## src/rtl/keypad_loader.sv

```systemverilog
// Microwave keypad front end: turns digit keys into timer load strobes, keeps a
// shadow of the entered time and sequences cook / pause / done.
module keypad_loader #(
    parameter int DONE_CYCLES = 8
) (
    input  logic       clk,
    input  logic       clr,
    input  logic [3:0] key_code,
    input  logic       key_valid,
    input  logic       start_key,
    input  logic       stop_key,
    input  logic       timer_zero,
    output logic [3:0] data,
    output logic       loadn,
    output logic       timer_clrn,
    output logic       timer_en,
    output logic [3:0] shadow_ones,
    output logic [3:0] shadow_tens,
    output logic [3:0] shadow_mins,
    output logic       cooking,
    output logic       done,
    output logic       err
);

    typedef enum logic [1:0] {
        IDLE,
        COOK,
        PAUSE,
        DONE
    } state_t;

    localparam int DCW = (DONE_CYCLES > 1) ? $clog2(DONE_CYCLES) : 1;
    localparam logic [DCW-1:0] DONE_LAST = DCW'(DONE_CYCLES - 1);

    state_t           state_q,    state_d;
    logic [3:0]       data_q,     data_d;
    logic             loadn_q,    loadn_d;
    logic             clrn_q,     clrn_d;
    logic             en_q,       en_d;
    logic [3:0]       ones_q,     ones_d;
    logic [3:0]       tens_q,     tens_d;
    logic [3:0]       mins_q,     mins_d;
    logic [1:0]       count_q,    count_d;
    logic             cooking_q,  cooking_d;
    logic             done_q,     done_d;
    logic             err_q,      err_d;
    logic [DCW-1:0]   done_cnt_q, done_cnt_d;

    logic digit_ok;
    logic shadow_nonzero;

    assign digit_ok       = key_valid && (key_code <= 4'd9);
    assign shadow_nonzero = (ones_q != 4'd0) || (tens_q != 4'd0) || (mins_q != 4'd0);

    always_comb begin
        // NOTE: every _d defaults to its _q (or its idle level) so no path infers a latch.
        state_d    = state_q;
        data_d     = data_q;
        loadn_d    = 1'b1;
        clrn_d     = 1'b1;
        en_d       = en_q;
        ones_d     = ones_q;
        tens_d     = tens_q;
        mins_d     = mins_q;
        count_d    = count_q;
        cooking_d  = cooking_q;
        done_d     = done_q;
        err_d      = 1'b0;
        done_cnt_d = done_cnt_q;

        // The timer latches the digit on the edge that ends the loadn pulse.
        if (!loadn_q) begin
            mins_d  = tens_q;
            tens_d  = ones_q;
            ones_d  = data_q;
            count_d = count_q + 2'd1;
        end

        unique case (state_q)
            IDLE: begin
                if (stop_key) begin
                    clrn_d  = 1'b0;
                    ones_d  = 4'd0;
                    tens_d  = 4'd0;
                    mins_d  = 4'd0;
                    count_d = 2'd0;
                end else if (start_key) begin
                    if (tens_q > 4'd5) begin
                        err_d = 1'b1;
                    end else if (shadow_nonzero) begin
                        state_d   = COOK;
                        en_d      = 1'b1;
                        cooking_d = 1'b1;
                    end
                end else if (digit_ok && (count_q < 2'd3) && loadn_q) begin
                    data_d  = key_code;
                    loadn_d = 1'b0;
                end
            end
            COOK: begin
                if (timer_zero) begin
                    state_d    = DONE;
                    en_d       = 1'b0;
                    cooking_d  = 1'b0;
                    done_d     = 1'b1;
                    done_cnt_d = '0;
                    ones_d     = 4'd0;
                    tens_d     = 4'd0;
                    mins_d     = 4'd0;
                    count_d    = 2'd0;
                end else if (stop_key) begin
                    state_d   = PAUSE;
                    en_d      = 1'b0;
                    cooking_d = 1'b0;
                end
            end
            PAUSE: begin
                if (stop_key) begin
                    state_d = IDLE;
                    clrn_d  = 1'b0;
                    ones_d  = 4'd0;
                    tens_d  = 4'd0;
                    mins_d  = 4'd0;
                    count_d = 2'd0;
                end else if (start_key) begin
                    state_d   = COOK;
                    en_d      = 1'b1;
                    cooking_d = 1'b1;
                end
            end
            DONE: begin
                if (done_cnt_q == DONE_LAST) begin
                    state_d = IDLE;
                    done_d  = 1'b0;
                end else begin
                    done_cnt_d = done_cnt_q + 1'b1;
                end
            end
            default: state_d = IDLE;
        endcase
    end

    always_ff @(posedge clk) begin
        // NOTE: non-blocking assignments so every flop samples pre-edge values.
        if (clr) begin
            state_q    <= IDLE;
            data_q     <= 4'd0;
            loadn_q    <= 1'b1;
            clrn_q     <= 1'b1;
            en_q       <= 1'b0;
            ones_q     <= 4'd0;
            tens_q     <= 4'd0;
            mins_q     <= 4'd0;
            count_q    <= 2'd0;
            cooking_q  <= 1'b0;
            done_q     <= 1'b0;
            err_q      <= 1'b0;
            done_cnt_q <= '0;
        end else begin
            state_q    <= state_d;
            data_q     <= data_d;
            loadn_q    <= loadn_d;
            clrn_q     <= clrn_d;
            en_q       <= en_d;
            ones_q     <= ones_d;
            tens_q     <= tens_d;
            mins_q     <= mins_d;
            count_q    <= count_d;
            cooking_q  <= cooking_d;
            done_q     <= done_d;
            err_q      <= err_d;
            done_cnt_q <= done_cnt_d;
        end
    end

    assign data        = data_q;
    assign loadn       = loadn_q;
    assign timer_clrn  = clrn_q;
    assign timer_en    = en_q;
    assign shadow_ones = ones_q;
    assign shadow_tens = tens_q;
    assign shadow_mins = mins_q;
    assign cooking     = cooking_q;
    assign done        = done_q;
    assign err         = err_q;

endmodule
```

## config.mk

```make
export PLATFORM = sky130hd
export DESIGN_NAME = keypad_loader
export DESIGN_NICKNAME = d
export VERILOG_FILES = /design/src/rtl/keypad_loader.sv
export SDC_FILE = /design/constraint.sdc
export NUM_CORES = 1
export LEC_CHECK = 0
export BUFFER_PORTS_ARGS = -buffer_cell sky130_fd_sc_hd__buf_2
export CAP_MARGIN = 30
export CORE_ASPECT_RATIO = 0.6
export CORE_MARGIN = 2
export CORE_UTILIZATION = 24
export CTS_CLUSTER_DIAMETER = 60
export CTS_CLUSTER_SIZE = 8
export DETAILED_ROUTE_END_ITERATION = 10
export GPL_ROUTABILITY_DRIVEN = 0
export GPL_TIMING_DRIVEN = 0
export PLACE_DENSITY = 0.44
export SLEW_MARGIN = 15
export SYNTH_ARGS = -nofsm -noshare
export SYNTH_HDL_FRONTEND = slang
export SYNTH_SLANG_ARGS = --single-unit
```

## constraint.sdc

```tcl
create_clock -name clk -period 1.7 [get_ports clk]
set_input_delay 0.34 -clock clk [delete_from_list [all_inputs] [get_ports clk]]
set_output_delay 0.34 -clock clk [all_outputs]
set_load 0.02 [all_outputs]
```

## Yosys cells after proc, flatten, opt, wreduce, memory -nomap -nowiden

Index checks and enable logic that the tools add are counted.

- Muxes and demuxes: 44
- Order comparisons: 3
- Eq/ne operators: 15
- Reductions and logical operators: 20
- Bitwise logic cells: 4
- Add/sub/neg operators: 2

Operator list:

| operator | number |
|---|---|
| $mux 4 | 9 |
| $mux 2 | 12 |
| $pmux 4 s2 | 3 |
| $ne 2x2->1 const B | 9 |
| $mux 1 | 13 |
| $reduce_bool 4->1 | 3 |
| $pmux 2 s4 | 1 |
| $reduce_and 8->1 | 1 |
| $reduce_or 4->1 | 2 |
| $reduce_and 7->1 | 1 |
| $mux 3 | 2 |
| $ne 3x3->1 const B | 2 |
| $pmux 3 s2 | 1 |
| $reduce_and 3->1 | 2 |
| $eq 2x2->1 const B | 2 |
| $gt 4x3->1 const B | 1 |
| $le 4x4->1 const B | 1 |
| $not 1->1 | 4 |
| $pmux 2 s2 | 1 |
| $reduce_and 4->1 | 1 |
| $reduce_or 2->1 | 2 |
| $add 3x1->3 const B | 1 |
| $eq 3x3->1 const B | 1 |
| $logic_and 1x1->1 | 3 |
| other kinds (9) | 10 |

- Input port bits: 10
- Bits in registers: 28

## Longest topological paths before layout

- Depth in word-level cells: 8
- Depth in mapped cells: 5
- Mapped depth without buffers: 5

## Worst setup path after synthesis

Ideal clock, no wire load.

- Path type: reg-to-reg
- Start point: reg loadn_q (netlist: loadn)
- End point: reg data_q[0] (netlist: data[0])
- Period minus slack after synthesis: 1.525 ns
- Arrival time: 1.393 ns
- Cell stages (with the launch flop): 5
- Data required time: 1.568 ns
- Slack: 0.175 ns
- Cells stage by stage: dfxtp_1 > buf_2 > or4b_4 > o31ai_1 > a21oi_1

- Cells in the longest elaborated chain, start to end: 2

RTL lines:

| what | RTL line | text |
|---|---|---|
| from (decl) | 37 | `logic loadn_q, loadn_d;` |
| from (signal assigned) | 162 | `loadn_q <= loadn_d;` |
| $logic_and 1x1->1 | 95 | `end else if (digit_ok && (count_q < 2'd3) && loadn_q) begin` |
| $reduce_and 4->1 (no line) | - |  |
| to (signal assigned) | 161 | `data_q <= data_d;` |
| to (decl) | 36 | `logic [3:0] data_q, data_d;` |

No other way between the ends.
A chain may end at the register's enable or synchronous reset.

## Worst setup path in the final report

- Start point: reg count_q[0]
- End point: reg data_q[2] (netlist: data[2])

- Cells in the longest elaborated chain, start to end: 4

RTL lines:

| what | RTL line | text |
|---|---|---|
| from (decl) | 43 | `logic [1:0] count_q, count_d;` |
| from (signal assigned) | 168 | `count_q <= count_d;` |
| $lt 2x2->1 | 95 |  |
| $logic_and 1x1->1 (2 in a row) | 95 |  |
| $reduce_and 4->1 (no line) | - |  |

No other way between the ends.

==> results summary <==
The flow ran to the end, and the final reports show no timing, DRC or antenna violations. In this run the cell area of the synthesized design comes to about 0.0012 mm2. The count of buffers inserted at the top-level ports came out at 30. After synthesis, the cell types taking the most area are dfxtp_1 45%, mux2i_1 10%, nor2_1 5.4%. In this run, placement finished with an instance count of between 200 and 250. The most common cell in the synthesized netlist is dfxtp_1.

STA classifies the critical path endpoint as a flop. VDD sags by at most roughly 0.33 mV. The finished layout holds between 200 and 250 standard cells, fillers aside. The area of the placeable core came out at slightly above 0.005 mm2. After detailed placement, the total cell area comes to approximately 0.0015 mm2. The pin count of the biggest net entering global routing is 16.

Of all flip-flops after synthesis, the portion carrying an async set or reset was 0%. The global-route usage over all layers is 11.2%. The areal power density over the cells came out at between 700 and 800 mW/mm2. Max-cap violations in this run came to 0. The sum of overflow across all layers after global routing came out at 0. After detailed routing, the number of remaining DRC violations is 0. The initial DRC count came out at 21. The floorplan die width came out at between 90 and 100 um. The detail route stage leaves a number of antenna-violating nets equal to 0.

After technology mapping, the gate count stands at between 100 and 150. The full die area came out at ~0.0058 mm2. The number of global-route vias before repair is between 900 and 1k. The path type of the worst min-delay path is primary input to flop. The post-route netlist has ~28% of its cells at a drive strength greater than 1.

Setup repair after global routing left no endpoint under its margin. The average wire per cell in the routed design came out at 13.6 um. The worst hold slack came out at 0.322 ns.

The maximum clock frequency came out at between 0.6 and 0.7 GHz. The accumulated negative setup slack is 0 ns. TritonCTS built the clock tree. The slowest cell on the critical path is or3b_2. The final setup violation count came out at 0. For this run, the share of the core covered by cells in the final layout is between 30% and 40%. Headroom to the max-slew limit came out at roughly 64%.

The number of enable flip-flop cells after synthesis came out at 0. The synthesis warning total came out at 0. The number of failing hold endpoints at the final stage is 0.

The worst stage delay on the critical path is roughly 0.50 ns. The worst slack at placement came out at about 0.12 ns. The maximum buffer depth of the clock tree came out at 2.

The number of clock buffers inserted by TritonCTS is 3. The die is between 50 and 60 um tall. The gate family responsible for the most delay along the worst path is simple AND/OR/NAND/NOR gates. The synthesis-stage register bit count is 28.

The sequential element share of the synthesized area is ~45%. The kind of start point of the critical path is a flop. The library cell used as clock root buffer is clkbuf_8.

The area of all placed cells without fillers came out at 0.00154 mm2. The worst setup path is of the flop to flop kind. The cell type contributing the most total cell area after synthesis is dfxtp_1. The main flop type after synthesis is dfxtp_1.

The number of optimization iterations in the first detailed-route pass came out at 4. The endpoint required time on the critical path is 1.85 ns. The post-synthesis to final-layout area growth came out at 23.0%. The estimated wirelength of the detail-placed design came out at between 2000 and 2500 um.

The completed layout was analyzed and its total power is roughly 1.2 mW. The number of buffers and inverters on the critical path is 0. The max-slew violation count came out at 0. Of the available clock period, the critical path in the final layout requires 90.3%. The highest fanout seen on the critical path came out at 4. The post-CTS clock slew at the launch and capture registers of the worst setup and hold paths is ~0.09 ns. For the pin with the worst max-slew slack, the measured transition is around 0.53 ns. The final net count came out at 177. The standard-cell row count is 20. The worst path meets setup with approximately 0.16 ns of slack. The worst clock skew is roughly 0.002 ns. The TritonCTS sink count came out at 28. The first global-routing pass estimated around 5000 um of wire.

The critical path goes through ha_1, or3b_2, o31ai_1, a21oi_1. The count of H-tree levels built during CTS came out at 1. The via-per-instance ratio is about 4.6. When the netlist entered floorplanning its net count stood at approximately 140.

The routed wire length came out at between 3000 and 4000 um. The distinct cell type count of the synthesized netlist is 37. The final period demand of the worst path is 1.54 ns. The average cell area after synthesis is roughly 9.7 um2.

The number of antenna violations at the first check in global routing is 0. Summed over all cells, the static leakage comes to just over 0.7 nW. The repair_antennas step left the layout with diodes totalling 0.

The initial standard-cell utilization of the core is 24.8%. Across all layers, the routed design uses approximately 1.1k vias. 32 I/O pins were placed. The clock latency reported for the late side of the worst-skew pair is approximately 0.27 ns. After synthesis, the largest area contributor takes up about 45% of total cell area. By count the netlist is led by 28 x dfxtp_1, 18 x nor2_1, 13 x mux2i_1, 10 x a21oi_1.

The data arrival time of the critical path is approximately 1.7 ns.
==> layout by cell type, fill, tap and decap left out, types with 2 or more instances in the layout <==
master    instances
o21ai_0           5
nor3b_1           2
nand2_1           3
nor2_1           18
o31ai_1           5
clkbuf_8          4
nand4b_1          2
nor4_1            3
mux2i_1          13
dfxtp_1          28
buf_2            36
a21oi_1          10
nor2b_1           2
nand4_1           6
ha_1              3
==> where the power goes <==
group	switching, mW	internal, mW	leakage [nW]
combinational	0.0599	0.0359	0.465
clock	0.202	0.207	0.0288
sequential	0.00549	0.664	0.226
==> area by class of cell <==
| type | count | area (um2) |
|---|---|---|
| sequential | 28 | 561 |
| timing repair buffer | 30 | 150 |
| clock buffer | 4 | 55.1 |
| fill | 542 | 3490 |
| inverter | 1 | 3.75 |
| multi-input combinational | 91 | 632 |
| buffer | 9 | 52.6 |
| tap | 66 | 82.6 |
==> repair_timing <==
action / CTS / global route
buffers inserted: 0 / 0
hold buffers: 0 / 0
setup endpoints to repair: 0 / 3
gates resized for setup: 0 / 1
==> state kept, by name (all words and copies together), names as in the netlist <==
register / count
state_q: 2
loadn: 1
done_cnt_q: 3
timer_clrn: 1
err: 1
cooking: 1
done: 1
shadow_ones: 4
shadow_mins: 4
count_q: 2
data: 4
shadow_tens: 4
==> path summary, 6_finish.rpt <==
check | depth (start not counted) | slack (ns) | endpoint | start
setup / recovery | 4 | 0.16 | data[2]$_SDFFE_PP0P_ | count_q[0]$_SDFF_PP0_
hold reg to reg | 2 | 0.49 | done_cnt_q[1]$_SDFFE_PP0P_ | done_cnt_q[1]$_SDFFE_PP0P_
hold / removal | 2 | 0.32 | timer_clrn$_SDFF_PP1_ | stop_key
setup reg to reg | 4 | 0.16 | data[2]$_SDFFE_PP0P_ | count_q[0]$_SDFF_PP0_
==> logic make-up after synthesis <==
kind of cell,after synthesis,synth area share (%)
AND/OR/NAND/NOR,44,20.2
AO/OA/AOI/OAI,30,16.2
flip-flops,28,44.9
multiplexers,13,10.4
buffers and inverters,10,4.51
adder cells (fa/ha/maj),3,3.01
XOR/XNOR,1,0.702
==> layer usage <==
metal | track usage [%] | share of wire, % | wire [um]
met5 | 0 | 0 | 0
met4 | 3.22 | 1.2 | 38
met3 | 3.51 | 4.7 | 145
met2 | 15.3 | 39 | 1220
met1 | 16.5 | 55 | 1700
(Power assumes the default switching activity.)
